File: src/rtl/sprite_pkg.sv
// Shared constants and types for the sprite line scheduler and its per-sprite pixel hit logic.
package sprite_pkg;

    localparam int SPR_W   = 40;
    localparam int SPR_H   = 24;
    localparam int COORD_W = 11;

    typedef enum logic {IDLE, SCAN} sched_state_t;

    typedef logic [COORD_W-1:0] coord_t;

endpackage

File: src/rtl/sprite_pixel_hit.sv
// Combinational pixel test for one sprite: is the current pixel inside the sprite and opaque in its fetched row.
module sprite_pixel_hit
    import sprite_pkg::*;
#(
    parameter int W = sprite_pkg::SPR_W
) (
    input  logic [W-1:0] row,
    input  logic         act,
    input  coord_t       spr_x,
    input  coord_t       pix_x,
    input  logic         video_on,
    output logic         hit
);

    localparam int CW = COORD_W + 1;

    logic [CW-1:0] px_w;
    logic [CW-1:0] sx_w;
    logic [CW-1:0] dx_w;
    logic          in_range;
    logic [W-1:0]  shifted;

    // 12-bit compare keeps spr_x + W from wrapping near the right edge of the coordinate space
    always_comb begin
        px_w     = {1'b0, pix_x};
        sx_w     = {1'b0, spr_x};
        dx_w     = px_w - sx_w;
        in_range = (px_w >= sx_w) && (px_w < sx_w + CW'(W));
        shifted  = row << dx_w;
        hit      = act & video_on & in_range & shifted[W-1];
    end

endmodule

File: src/rtl/sprite_line_scheduler.sv
// Time-shares one sprite ROM across NSPR sprites: fetches rows during hblank, paints from row registers during active video.
module sprite_line_scheduler
    import sprite_pkg::*;
#(
    parameter int NSPR  = 4,
    parameter int SPR_W = sprite_pkg::SPR_W,
    parameter int SPR_H = sprite_pkg::SPR_H,
    parameter int AW    = 5
) (
    input  logic                    clk,
    input  logic                    rst_n,
    input  logic                    line_start,
    input  logic [COORD_W-1:0]      line_y,
    input  logic [COORD_W-1:0]      pix_x,
    input  logic                    video_on,
    input  logic [NSPR-1:0]         spr_en,
    input  logic [NSPR*COORD_W-1:0] spr_x,
    input  logic [NSPR*COORD_W-1:0] spr_y,
    output logic [AW-1:0]           rom_addr,
    input  logic [SPR_W-1:0]        rom_data,
    output logic                    paint,
    output logic [2:0]              paint_id,
    output logic                    busy
);

    localparam int IW = (NSPR > 1) ? $clog2(NSPR) : 1;
    localparam int CW = COORD_W + 1;

    sched_state_t     state_q, state_d;
    logic [IW-1:0]    idx_q, idx_d;
    coord_t           ly_q, ly_d;
    logic [SPR_W-1:0] row_q [NSPR];
    logic [SPR_W-1:0] row_d [NSPR];
    logic [NSPR-1:0]  act_q, act_d;
    logic             paint_q, paint_d;
    logic [2:0]       paint_id_q, paint_id_d;

    coord_t           spr_x_arr [NSPR];
    coord_t           spr_y_arr [NSPR];
    logic [NSPR-1:0]  hit;

    logic [CW-1:0]    ly_w;
    logic [CW-1:0]    y_w;
    logic             scan_hit;

    generate
        for (genvar gi = 0; gi < NSPR; gi++) begin : g_spr
            assign spr_x_arr[gi] = spr_x[gi*COORD_W +: COORD_W];
            assign spr_y_arr[gi] = spr_y[gi*COORD_W +: COORD_W];

            sprite_pixel_hit #(
                .W (SPR_W)
            ) u_hit (
                .row      (row_q[gi]),
                .act      (act_q[gi]),
                .spr_x    (spr_x_arr[gi]),
                .pix_x    (pix_x),
                .video_on (video_on),
                .hit      (hit[gi])
            );
        end
    endgenerate

    // Vertical test for the sprite under scan, widened so spr_y + SPR_H cannot wrap
    always_comb begin
        ly_w     = {1'b0, ly_q};
        y_w      = {1'b0, spr_y_arr[idx_q]};
        scan_hit = spr_en[idx_q] && (ly_w >= y_w) && (ly_w < y_w + CW'(SPR_H));
    end

    always_comb begin
        state_d  = state_q;
        idx_d    = idx_q;
        ly_d     = ly_q;
        row_d    = row_q;
        act_d    = act_q;
        rom_addr = '0;

        case (state_q)
            IDLE: begin
                if (line_start) begin
                    ly_d    = line_y;
                    idx_d   = '0;
                    state_d = SCAN;
                end
            end
            SCAN: begin
                if (scan_hit) begin
                    rom_addr = AW'(ly_q - spr_y_arr[idx_q]);
                end
                row_d[idx_q] = scan_hit ? rom_data : '0;
                act_d[idx_q] = scan_hit;

                // A fresh line_start wins over finishing the current walk
                if (line_start) begin
                    ly_d  = line_y;
                    idx_d = '0;
                end else if (idx_q == IW'(NSPR - 1)) begin
                    idx_d   = '0;
                    state_d = IDLE;
                end else begin
                    idx_d = idx_q + 1'b1;
                end
            end
            default: begin
                state_d = IDLE;
                idx_d   = '0;
            end
        endcase
    end

    always_comb begin
        paint_d    = |hit;
        paint_id_d = 3'd0;
        for (int i = NSPR - 1; i >= 0; i--) begin
            if (hit[i]) begin
                paint_id_d = 3'(i);
            end
        end
    end

    always_ff @(posedge clk) begin
        if (!rst_n) begin
            state_q    <= IDLE;
            idx_q      <= '0;
            ly_q       <= '0;
            act_q      <= '0;
            paint_q    <= 1'b0;
            paint_id_q <= 3'd0;
            for (int i = 0; i < NSPR; i++) begin
                row_q[i] <= '0;
            end
        end else begin
            state_q    <= state_d;
            idx_q      <= idx_d;
            ly_q       <= ly_d;
            act_q      <= act_d;
            paint_q    <= paint_d;
            paint_id_q <= paint_id_d;
            for (int i = 0; i < NSPR; i++) begin
                row_q[i] <= row_d[i];
            end
        end
    end

    assign paint    = paint_q;
    assign paint_id = paint_id_q;
    assign busy     = (state_q == SCAN);

endmodule

File: config.mk
export PLATFORM = sky130hd
export DESIGN_NAME = sprite_line_scheduler
export DESIGN_NICKNAME = d
export VERILOG_FILES = /design/src/rtl/sprite_pkg.sv /design/src/rtl/sprite_pixel_hit.sv /design/src/rtl/sprite_line_scheduler.sv
export SDC_FILE = /design/constraint.sdc
export NUM_CORES = 1
export LEC_CHECK = 0
export CAP_MARGIN = 20
export CORE_UTILIZATION = 61
export CTS_CLUSTER_SIZE = 24
export DETAILED_ROUTE_END_ITERATION = 10
export PLACE_DENSITY_LB_ADDON = 0.05
export SKIP_CTS_REPAIR_TIMING = 1
export SYNTH_ARGS = -nofsm -noshare
export SYNTH_HDL_FRONTEND = slang
export SYNTH_SLANG_ARGS = --single-unit
File: constraint.sdc
create_clock -name clk -period 12.5 [get_ports clk]
set_input_delay 2.5 -clock clk [delete_from_list [all_inputs] [get_ports clk]]
set_output_delay 2.5 -clock clk [all_outputs]
set_load 0.02 [all_outputs]
==> flow_summary.toml, run 1 <==
[timing]
worst_pin_slew_ps = 1080
slew_headroom_pct = 28.0
period_minus_slack_ps = 8870
setup_viol = 0
finalHoldViolCount = 0
max_clock_freq_mhz = 113
finalSetupTns_ps = 0
timing.final.crit_share_pct = 70.9
setup_skew_after_layout_ps = 11.8
grt_setup_unrepaired = "false"
drv_slew = 0

[power]
power.combinational.fraction_pct = 24.8
p_int_mw = 1.07
pwr-share-seq_pct = 37.9
switchingPower_uw = 472
proportion_of_total_power_due_to_net_switching_pct = 30.7
vdd_ir_drop_max_mv = 0.107
clock_power_share_pct = 37.3
power_per_cell_area_mw_per_mm2 = 104
p_leak_nw = 5.48

[grt]
global_route.usage.total_pct = 33.1
globalRoute.totalOverflow = 0
grt_start_max_net_pins = 106
grt_antenna_before_repair = 0
first_global_vias = 11000
grt_pass1_wl_mm = 56.3

[synthesis]
ys_seq_area_share_pct = 28.9
post_synth_inst_count = 1486
synth_top_cells_by_area = "sky130_fd_sc_hd__dfxtp_1 (29%), sky130_fd_sc_hd__ha_1 (10%), sky130_fd_sc_hd__mux4_2 (8.8%), sky130_fd_sc_hd__nand4_1 (8.4%), sky130_fd_sc_hd__o21ai_0 (7.9%)"
yosys_most_used_dff = "sky130_fd_sc_hd__dfxtp_1"
postSynthAreaPerCell_um2 = 8.45
fraction_of_registers_with_async_set_or_reset_after_synthesis_pct = 0
synth_top_cell_by_area = "sky130_fd_sc_hd__dfxtp_1"
synth_fp_nets = 1753
synth_area_mm2 = 0.0126
synth_warnings = 0
share_of_the_synthesized_area_in_the_top_cell_type_pct = 28.9
library_cells_used_by_synthesis = 76
synth_enable_flop_cells = 0
ys_seq_elements = 181

[floorplan]
start_util_pct = 62.0
die_area_mm2 = 0.0212
ioPinCount = 168
floorplan.core_area_mm2 = 0.0202
fp-row-count = 52
die_width_um = 145
die-height_um = 145

[clock_network]
cts-htree-levels = 4
worstSkewPairLatency_ps = 430
inserted_clock_buffers = 17
numClockSinks = 181
clkSlewWorstSetupHoldPaths_ps = 70
max-clock-path-buffers = 2
tritoncts = "done"
root_buffer = "sky130_fd_sc_hd__clkbuf_16"

[worst_setup_path]
timing.critical_path.fanout_max = 5
critical_path.reg2reg.endpoint = "row_q[105]"
setup_crit_end_kind = "primary output"
crit_path_max_incr_delay_ps = 660
cp_slowest_cell = "sky130_fd_sc_hd__clkdlybuf4s50_1"
r2r_slack_ps = 7430
path_class = "primary input to primary output"
crit_family = "buffers and inverters"
critical_path.cell_chain = "clkdlybuf4s50_1 > mux4_2 > inv_1 > ha_1 > xor2_1 > ha_1 > a21o_1 > a21oi_1 > nor2b_1 > o31a_1 > o211ai_1 > a32o_1 > nand4_1 > nor4_1 > clkdlybuf4s50_1"
reg2regPathDepth = 14
cp.required_ps = 10000
critical_path_arrival_ps = 6370
path_buf_inv = 3
crit_path_start_kind = "primary input"
crit-reg2reg-launch = "idx_q[0]"

[detailed_routing]
detail_route.wl_per_cell_um = 18.8
dr.pass1.iters = 6
drc_errors = 0
drt_iter0_drc = 844
viasPerCell = 6.34
routed_wl_mm = 34.9
routed-via-count = 11700
route.antenna.remaining_nets = 0

[layout]
layout-drive-gt1-share_pct = 7.39
flow.area_growth_from_synthesis_pct = 18.3
layout_commonest_cell = "sky130_fd_sc_hd__o21ai_0"
number_of_antenna_repair_diodes = 0
finalInstanceArea_mm2 = 0.0148
design.final.nets = 1838
mostFrequentLayoutCells = "sky130_fd_sc_hd__o21ai_0 (197), sky130_fd_sc_hd__nand2_1 (184), sky130_fd_sc_hd__dfxtp_1 (181)"

[place]
hpwlAfterDp_mm = 24.3
area_after_dpl_mm2 = 0.0142
port_buffers = 166
rd_place_congestion = 0.870

[outcome]
outcome = "finished, final reports clean"

[min_path]
hold_start = "row_q[68]"
min_delay_path_depth = 2
hold_class = "flip-flop to flip-flop"
min_delay_worst_endpoint = "row_q[68]"

[flow_run]
drv_cap = 0
cell type report:
type	count	area, um^2
clock buffers	17	425
repair buffers	177	1740
clock inverters	15	204
inverters	85	319
flip-flops and latches	181	3620
multi-input cells	1109	8200
well taps	270	338
fillers	1604	5390
per-layer routing:
metal | up-vias | part of all wire, % | routed length [um] | GRT usage, %
met5 | - | 0 | 0 | 0
li1 | 5683 | - | - | -
met3 | 65 | 6.9 | 2400 | 5.33
met4 | 0 | 3.3 | 1150 | 12.4
met1 | 5563 | 42 | 14600 | 43.1
met2 | 435 | 48 | 16800 | 55.3
tightest hold or removal path, stage by stage, from the launching register on:
cell and delay (ps):
sky130_fd_sc_hd__dfxtp_1 320, sky130_fd_sc_hd__nand2_1 40, sky130_fd_sc_hd__o21ai_0 60
cell usage after synthesis (7+ instances only):
master,count
sky130_fd_sc_hd__inv_1,83
sky130_fd_sc_hd__ha_1,104
sky130_fd_sc_hd__mux2i_1,30
sky130_fd_sc_hd__o2111ai_1,10
sky130_fd_sc_hd__nor2_1,50
sky130_fd_sc_hd__xnor2_1,34
sky130_fd_sc_hd__clkbuf_1,99
sky130_fd_sc_hd__nor4_1,7
sky130_fd_sc_hd__nand4_1,169
sky130_fd_sc_hd__a21oi_1,48
sky130_fd_sc_hd__a21o_1,18
sky130_fd_sc_hd__dfxtp_1,181
sky130_fd_sc_hd__buf_2,8
sky130_fd_sc_hd__nand2_1,184
sky130_fd_sc_hd__o21a_1,9
sky130_fd_sc_hd__mux4_2,49
sky130_fd_sc_hd__xor2_1,10
sky130_fd_sc_hd__nor2b_1,13
sky130_fd_sc_hd__nand2b_1,9
sky130_fd_sc_hd__o21ai_0,197
sky130_fd_sc_hd__nand3_1,21
sky130_fd_sc_hd__a211oi_1,11
sky130_fd_sc_hd__nor3_1,19
power groups by stage:
stage | Sequential, mW | Combinational [mW] | Clock [mW]
2_1_floorplan | 0.595 | 0.247 | 0
3_3_place_gp | 0.597 | 0.372 | 0
3_5_place_dp | 0.597 | 0.376 | 0
4_1_cts | 0.584 | 0.378 | 0.576
5_1_grt | 0.584 | 0.416 | 0.604
6_report | 0.584 | 0.382 | 0.574
per-stage QoR:
stage / std cells / utilization (%) / power, mW / hold slack, ps / worst slack, ps
after floorplan: 1486 / - / 0.842 / 417 / 4580
after global placement: 1822 / 70.3 / 0.968 / 428 / 3670
after detailed placement: 1822 / 70.3 / 0.973 / 437 / 3670
after CTS: 1854 / 73.4 / 1.54 / 453 / 3650
after global routing: 1854 / 73.4 / 1.60 / 463 / 3420
final: 1854 / 73.4 / 1.54 / 450 / 3630
worst max-delay path by stage:
stage          slack, ps          end  startpoint  cells past startpoint
2_1_floorplan       4580  rom_addr[2]   spr_y[36]                     13
3_3_place_gp        3670  rom_addr[2]   spr_y[36]                     15
3_5_place_dp        3670  rom_addr[2]   spr_y[36]                     15
4_1_cts             3650  rom_addr[2]   spr_y[36]                     15
5_1_grt             3420  rom_addr[2]   spr_y[25]                     15
6_report            3630  rom_addr[2]   spr_y[36]                     15
registers in the layout (all words and copies together) (netlist names):
signal    flops
act_q         4
busy          1
idx_q         2
ly_q         11
paint         1
paint_id      2
row_q       160
logic make-up after synthesis:
logic type	share of synthesized area [%]
AO/OA/AOI/OAI	17.7
adder cells (fa/ha/maj)	11.2
multiplexers	12.6
AND/OR/NAND/NOR	20.0
flip-flops	28.9
XOR/XNOR	3.59
buffers and inverters	6.06
other	0.0299
Note: power is estimated with default switching activity, not from simulation.
==> run 2: changes to the inputs <==
--- a/config.mk
+++ b/config.mk
@@ -6,7 +6,7 @@
 export NUM_CORES = 1
 export LEC_CHECK = 0
 export CAP_MARGIN = 20
-export CORE_UTILIZATION = 61
+export CORE_UTILIZATION = 51
 export CTS_CLUSTER_SIZE = 24
 export DETAILED_ROUTE_END_ITERATION = 10
 export PLACE_DENSITY_LB_ADDON = 0.05
==> constraint.sdc (replaced) <==
create_clock -name clk -period 7.2 [get_ports clk]
set_input_delay 1.44 -clock clk [delete_from_list [all_inputs] [get_ports clk]]
set_output_delay 1.44 -clock clk [all_outputs]
set_load 0.02 [all_outputs]
==> flow_summary.toml, run 2 (synthesized netlist as in run 1, its figures left out) <==
[layout]
layout-drive-gt1-share_pct = 7.62
layout_commonest_cell = "sky130_fd_sc_hd__o21ai_0"
flow.area_growth_from_synthesis_pct = 19.1
design.final.nets = 1842
mostFrequentLayoutCells = "sky130_fd_sc_hd__o21ai_0 (197), sky130_fd_sc_hd__nand2_1 (184), sky130_fd_sc_hd__dfxtp_1 (181)"
largest_reg_flops = 160
max_flop_register = "row_q"
finalCoreUtilization_pct = 61.6
largestRegisters = "row_q (160), ly_q (11), act_q (4)"
finalInstanceArea_mm2 = 0.0149

[floorplan]
die_area_mm2 = 0.0252
die_width_um = 159
start_util_pct = 51.8
die-height_um = 159
floorplan.core_area_mm2 = 0.0242
fp-row-count = 57
ioPinCount = 168

[timing]
drv_slew = 0
setup_viol = 0
timing.final.crit_share_pct = 94.6
finalHoldViolCount = 0
setup_skew_after_layout_ps = 13.4
grt_setup_unrepaired = "false"
max_clock_freq_mhz = 147
finalSetupTns_ps = 0
slew_headroom_pct = 22.1
period_minus_slack_ps = 6810
whs_ps = 452
worst_pin_slew_ps = 1170

[power]
total_power_mw = 2.64
power_per_cell_area_mw_per_mm2 = 177
p_leak_nw = 5.50
vdd_ir_drop_max_mv = 0.170

[worst_setup_path]
timing.critical_path.fanout_max = 5
setup_crit_end_kind = "primary output"
path_class = "primary input to primary output"
crit_path_start_kind = "primary input"
critical_path_arrival_ps = 5370
cp.required_ps = 5760

[clock_network]
worstSkewPairLatency_ps = 440
tritoncts = "done"
max-clock-path-buffers = 2
clkSlewWorstSetupHoldPaths_ps = 70
inserted_clock_buffers = 17
root_buffer = "sky130_fd_sc_hd__clkbuf_16"
numClockSinks = 181
cts-htree-levels = 4

[place]
port_buffers = 166
area_after_dpl_mm2 = 0.0143
rd_place_congestion = 0.868
hpwlAfterDp_mm = 25.2

[grt]
first_global_vias = 10900
grt_pass1_wl_mm = 57.3
grt_start_max_net_pins = 110
global_route.usage.total_pct = 28.1
grt_antenna_before_repair = 1
globalRoute.totalOverflow = 0

[min_path]
hold_class = "flip-flop to flip-flop"

[detailed_routing]
routed_wl_mm = 35.6
detail_route.wl_per_cell_um = 18.6
drc_errors = 0
route.antenna.remaining_nets = 0
drt_iter0_drc = 1081
viasPerCell = 6.06
dr.pass1.iters = 7
routed-via-count = 11600

[outcome]
outcome = "finished, final reports clean"

[flow_run]
drv_cap = 0
run 2: worst paths after layout:
path / startpoint / to / slack (ps) / cells after the start
min reg2reg: row_q[9] / row_q[9] / 450 / 2
max: spr_y[25] / rom_addr[2] / 390 / 15
min: row_q[9] / row_q[9] / 450 / 2
max reg2reg: idx_q[0] / row_q[42] / 2630 / 15
run 2: through the flow:
stage                     setup WS, ps  std cells
after floorplan                   1400       1486
after global placement             484       1879
after detailed placement           399       1880
after CTS                          386       1912
after global routing              67.0       1912
final                              389       1913
run 2: worst max-delay path, cell delays in order:
cell,delay (ps)
sky130_fd_sc_hd__clkdlybuf4s50_1,400
sky130_fd_sc_hd__mux4_2,500
sky130_fd_sc_hd__inv_1,100
sky130_fd_sc_hd__ha_1,230
sky130_fd_sc_hd__xor2_1,160
sky130_fd_sc_hd__ha_1,260
sky130_fd_sc_hd__a21o_1,170
sky130_fd_sc_hd__a21oi_1,150
sky130_fd_sc_hd__nor2b_1,60
sky130_fd_sc_hd__o31a_1,280
sky130_fd_sc_hd__o211ai_1,160
sky130_fd_sc_hd__a32o_1,230
sky130_fd_sc_hd__nand4_1,260
sky130_fd_sc_hd__nor4_1,310
sky130_fd_sc_hd__clkdlybuf4s50_1,660
run 2: layer usage:
metal	GRT usage (%)	part of all wire [%]
met1	37.9	44
met2	46.6	48
met3	4.05	5.4
met4	7.91	1.7
met5	0	0
run 2: cell type report:
type / count / area (um^2)
Timing Repair Buffer: 181 / 1790
Sequential cell: 181 / 3620
Tap cell: 324 / 405
Fill cell: 2208 / 9300
Inverter: 85 / 319
Multi-Input combinational cell: 1109 / 8200
Antenna cell: 1 / 2.50
Clock inverter: 12 / 143
Clock buffer: 20 / 467
run 2: report_power, final:
| part | total (mW) | switching, mW | internal, mW |
|---|---|---|---|
| sequential | 1.01 | 0.00625 | 1.01 |
| combinational | 0.668 | 0.380 | 0.288 |
| clock | 0.960 | 0.415 | 0.546 |
==> run 3: changes to the inputs <==
--- a/config.mk
+++ b/config.mk
@@ -6,9 +6,11 @@
 export NUM_CORES = 1
 export LEC_CHECK = 0
 export CAP_MARGIN = 20
-export CORE_UTILIZATION = 51
+export CORE_MARGIN = 5
+export CORE_UTILIZATION = 57
 export CTS_CLUSTER_SIZE = 24
 export DETAILED_ROUTE_END_ITERATION = 10
+export GPL_ROUTABILITY_DRIVEN = 0
 export PLACE_DENSITY_LB_ADDON = 0.05
 export SKIP_CTS_REPAIR_TIMING = 1
 export SYNTH_ARGS = -nofsm -noshare
==> constraint.sdc (replaced) <==
create_clock -name clk -period 6.74 [get_ports clk]
set_input_delay 1.348 -clock clk [delete_from_list [all_inputs] [get_ports clk]]
set_output_delay 1.348 -clock clk [all_outputs]
set_load 0.02 [all_outputs]
==> flow_summary.toml, run 3 (synthesized netlist as in run 1, its figures left out) <==
[power]
p_leak_nw = 5.52
power_per_cell_area_mw_per_mm2 = 190
total_power_mw = 2.82
vdd_ir_drop_max_mv = 0.174

[timing]
slew_headroom_pct = 25.5
period_minus_slack_ps = 6540
drv_slew = 0
timing.final.crit_share_pct = 97.0
setup_skew_after_layout_ps = 7.26
worst_pin_slew_ps = 1120
finalHoldViolCount = 0
max_clock_freq_mhz = 153
finalSetupTns_ps = 0
setup_viol = 0
grt_setup_unrepaired = "false"

[layout]
flow.area_growth_from_synthesis_pct = 18.6
multi_input_area_mm2 = 0.00820
number_of_antenna_repair_diodes = 0
largestRegisters = "row_q (160), ly_q (11), act_q (4)"
design.final.nets = 1842
layout-drive-gt1-share_pct = 7.49
filler_cell_count = 1821
largest_reg_flops = 160
layout_commonest_cell = "sky130_fd_sc_hd__o21ai_0"
post_layout_cell_count = 1868
max_flop_register = "row_q"
seqCellArea_mm2 = 0.00362
mostFrequentLayoutCells = "sky130_fd_sc_hd__o21ai_0 (197), sky130_fd_sc_hd__nand2_1 (184), sky130_fd_sc_hd__dfxtp_1 (181)"

[worst_setup_path]
r2r_slack_ps = 2640
critical_path.cell_chain = "clkdlybuf4s50_1 > mux4_2 > inv_1 > ha_1 > xor2_1 > ha_1 > a21o_1 > a21oi_1 > nor2b_1 > o31a_1 > o211ai_1 > a32o_1 > nand4_1 > buf_4 > nor3_1 > clkdlybuf4s50_1"
cp_slowest_cell = "sky130_fd_sc_hd__clkdlybuf4s50_1"
timing.critical_path.fanout_max = 5
critical_path_arrival_ps = 5190
crit_path_start_kind = "primary input"
crit_path_max_incr_delay_ps = 630
reg2regPathDepth = 13
crit_family = "buffers and inverters"
setup_crit_end_kind = "primary output"
path_class = "primary input to primary output"
path_buf_inv = 4
cp.required_ps = 5390
timing.critical_path.depth = 16

[clock_network]
worstSkewPairLatency_ps = 430
tritoncts = "done"
numClockSinks = 181
max-clock-path-buffers = 2
cts-htree-levels = 4
root_buffer = "sky130_fd_sc_hd__clkbuf_16"
inserted_clock_buffers = 17
clkSlewWorstSetupHoldPaths_ps = 70

[place]
hpwlAfterDp_mm = 25.4
post-place-cells = 1835
port_buffers = 166

[grt]
grt_pass1_wl_mm = 57.0
grt_start_max_net_pins = 165
globalRoute.totalOverflow = 0
first_global_vias = 11100
grt_antenna_before_repair = 0
global_route.usage.total_pct = 28.2

[detailed_routing]
drc_errors = 0
detail_route.wl_per_cell_um = 19.3
drt_iter0_drc = 1127
routed_wl_mm = 36.0
dr.pass1.iters = 5
routed-via-count = 11700
route.antenna.remaining_nets = 0
viasPerCell = 6.24

[min_path]
min_delay_path_depth = 2
hold_class = "flip-flop to flip-flop"

[floorplan]
start_util_pct = 57.7
ioPinCount = 168
die_width_um = 158
die-height_um = 158
fp-row-count = 54
die_area_mm2 = 0.0251
floorplan.core_area_mm2 = 0.0218

[outcome]
outcome = "finished, final reports clean"

[flow_run]
drv_cap = 0
## run 3: cell types whose count changed in the layout (fill, tap and decap cells not counted), sizes merged
cell,before,now
inv,87,85
bufinv,2,3
clkbuf,20,21
clkdlybuf4s50,165,164
clkinv,5,6
clkinvlp,3,2
diode,1,0
dlymetal6s2s,0,1
## run 3: through the flow
step	util (%)	hold WS, ps	cell area [um^2]	worst slack (ps)
final	68.4	447	14900	204
after global routing	68.4	473	14900	2.86
after CTS	68.4	452	14900	90.3
after detailed placement	65.6	436	14300	89.5
after global placement	65.6	427	14300	230
after floorplan	-	417	12600	1120
## run 3: layer usage
layer	wire [um]	GRT usage, %
met3	2190	3.62
met5	0	0
met4	1240	9.83
met1	15400	37.9
met2	17100	47.1
## run 3: worst paths after layout
| kind | startpoint | to |
|---|---|---|
| setup / recovery | spr_y[36] | rom_addr[4] |
| hold / removal | row_q[67] | row_q[67] |
| setup reg to reg | idx_q[0] | row_q[28] |
| hold reg to reg | row_q[67] | row_q[67] |
## run 3: cell type report
class | instances | share of cell area, %
inverters | 85 | 2.14
multi-input cells | 1109 | 55.1
repair buffers | 181 | 12.0
well taps | 280 | 2.35
clock buffers | 21 | 3.09
clock inverters | 11 | 1.00
flip-flops and latches | 181 | 24.3
## run 3: report_power, final
group / leakage, nW / internal (mW) / switching (mW) / total [mW]
logic: 3.76 / 0.307 / 0.407 / 0.714
registers: 1.46 / 1.08 / 0.00653 / 1.08
clock network: 0.295 / 0.606 / 0.421 / 1.03
total: 5.52 / 1.99 / 0.835 / 2.82
## run 3: worst reg2reg max path: cells and delay by family (launching register included)
family | cells | cell delay, ps
simple gates | 2 | 310
fa+ha+maj | 2 | 630
mux | 1 | 520
buf+inv | 2 | 650
compound gates | 6 | 1200
flops | 1 | 630
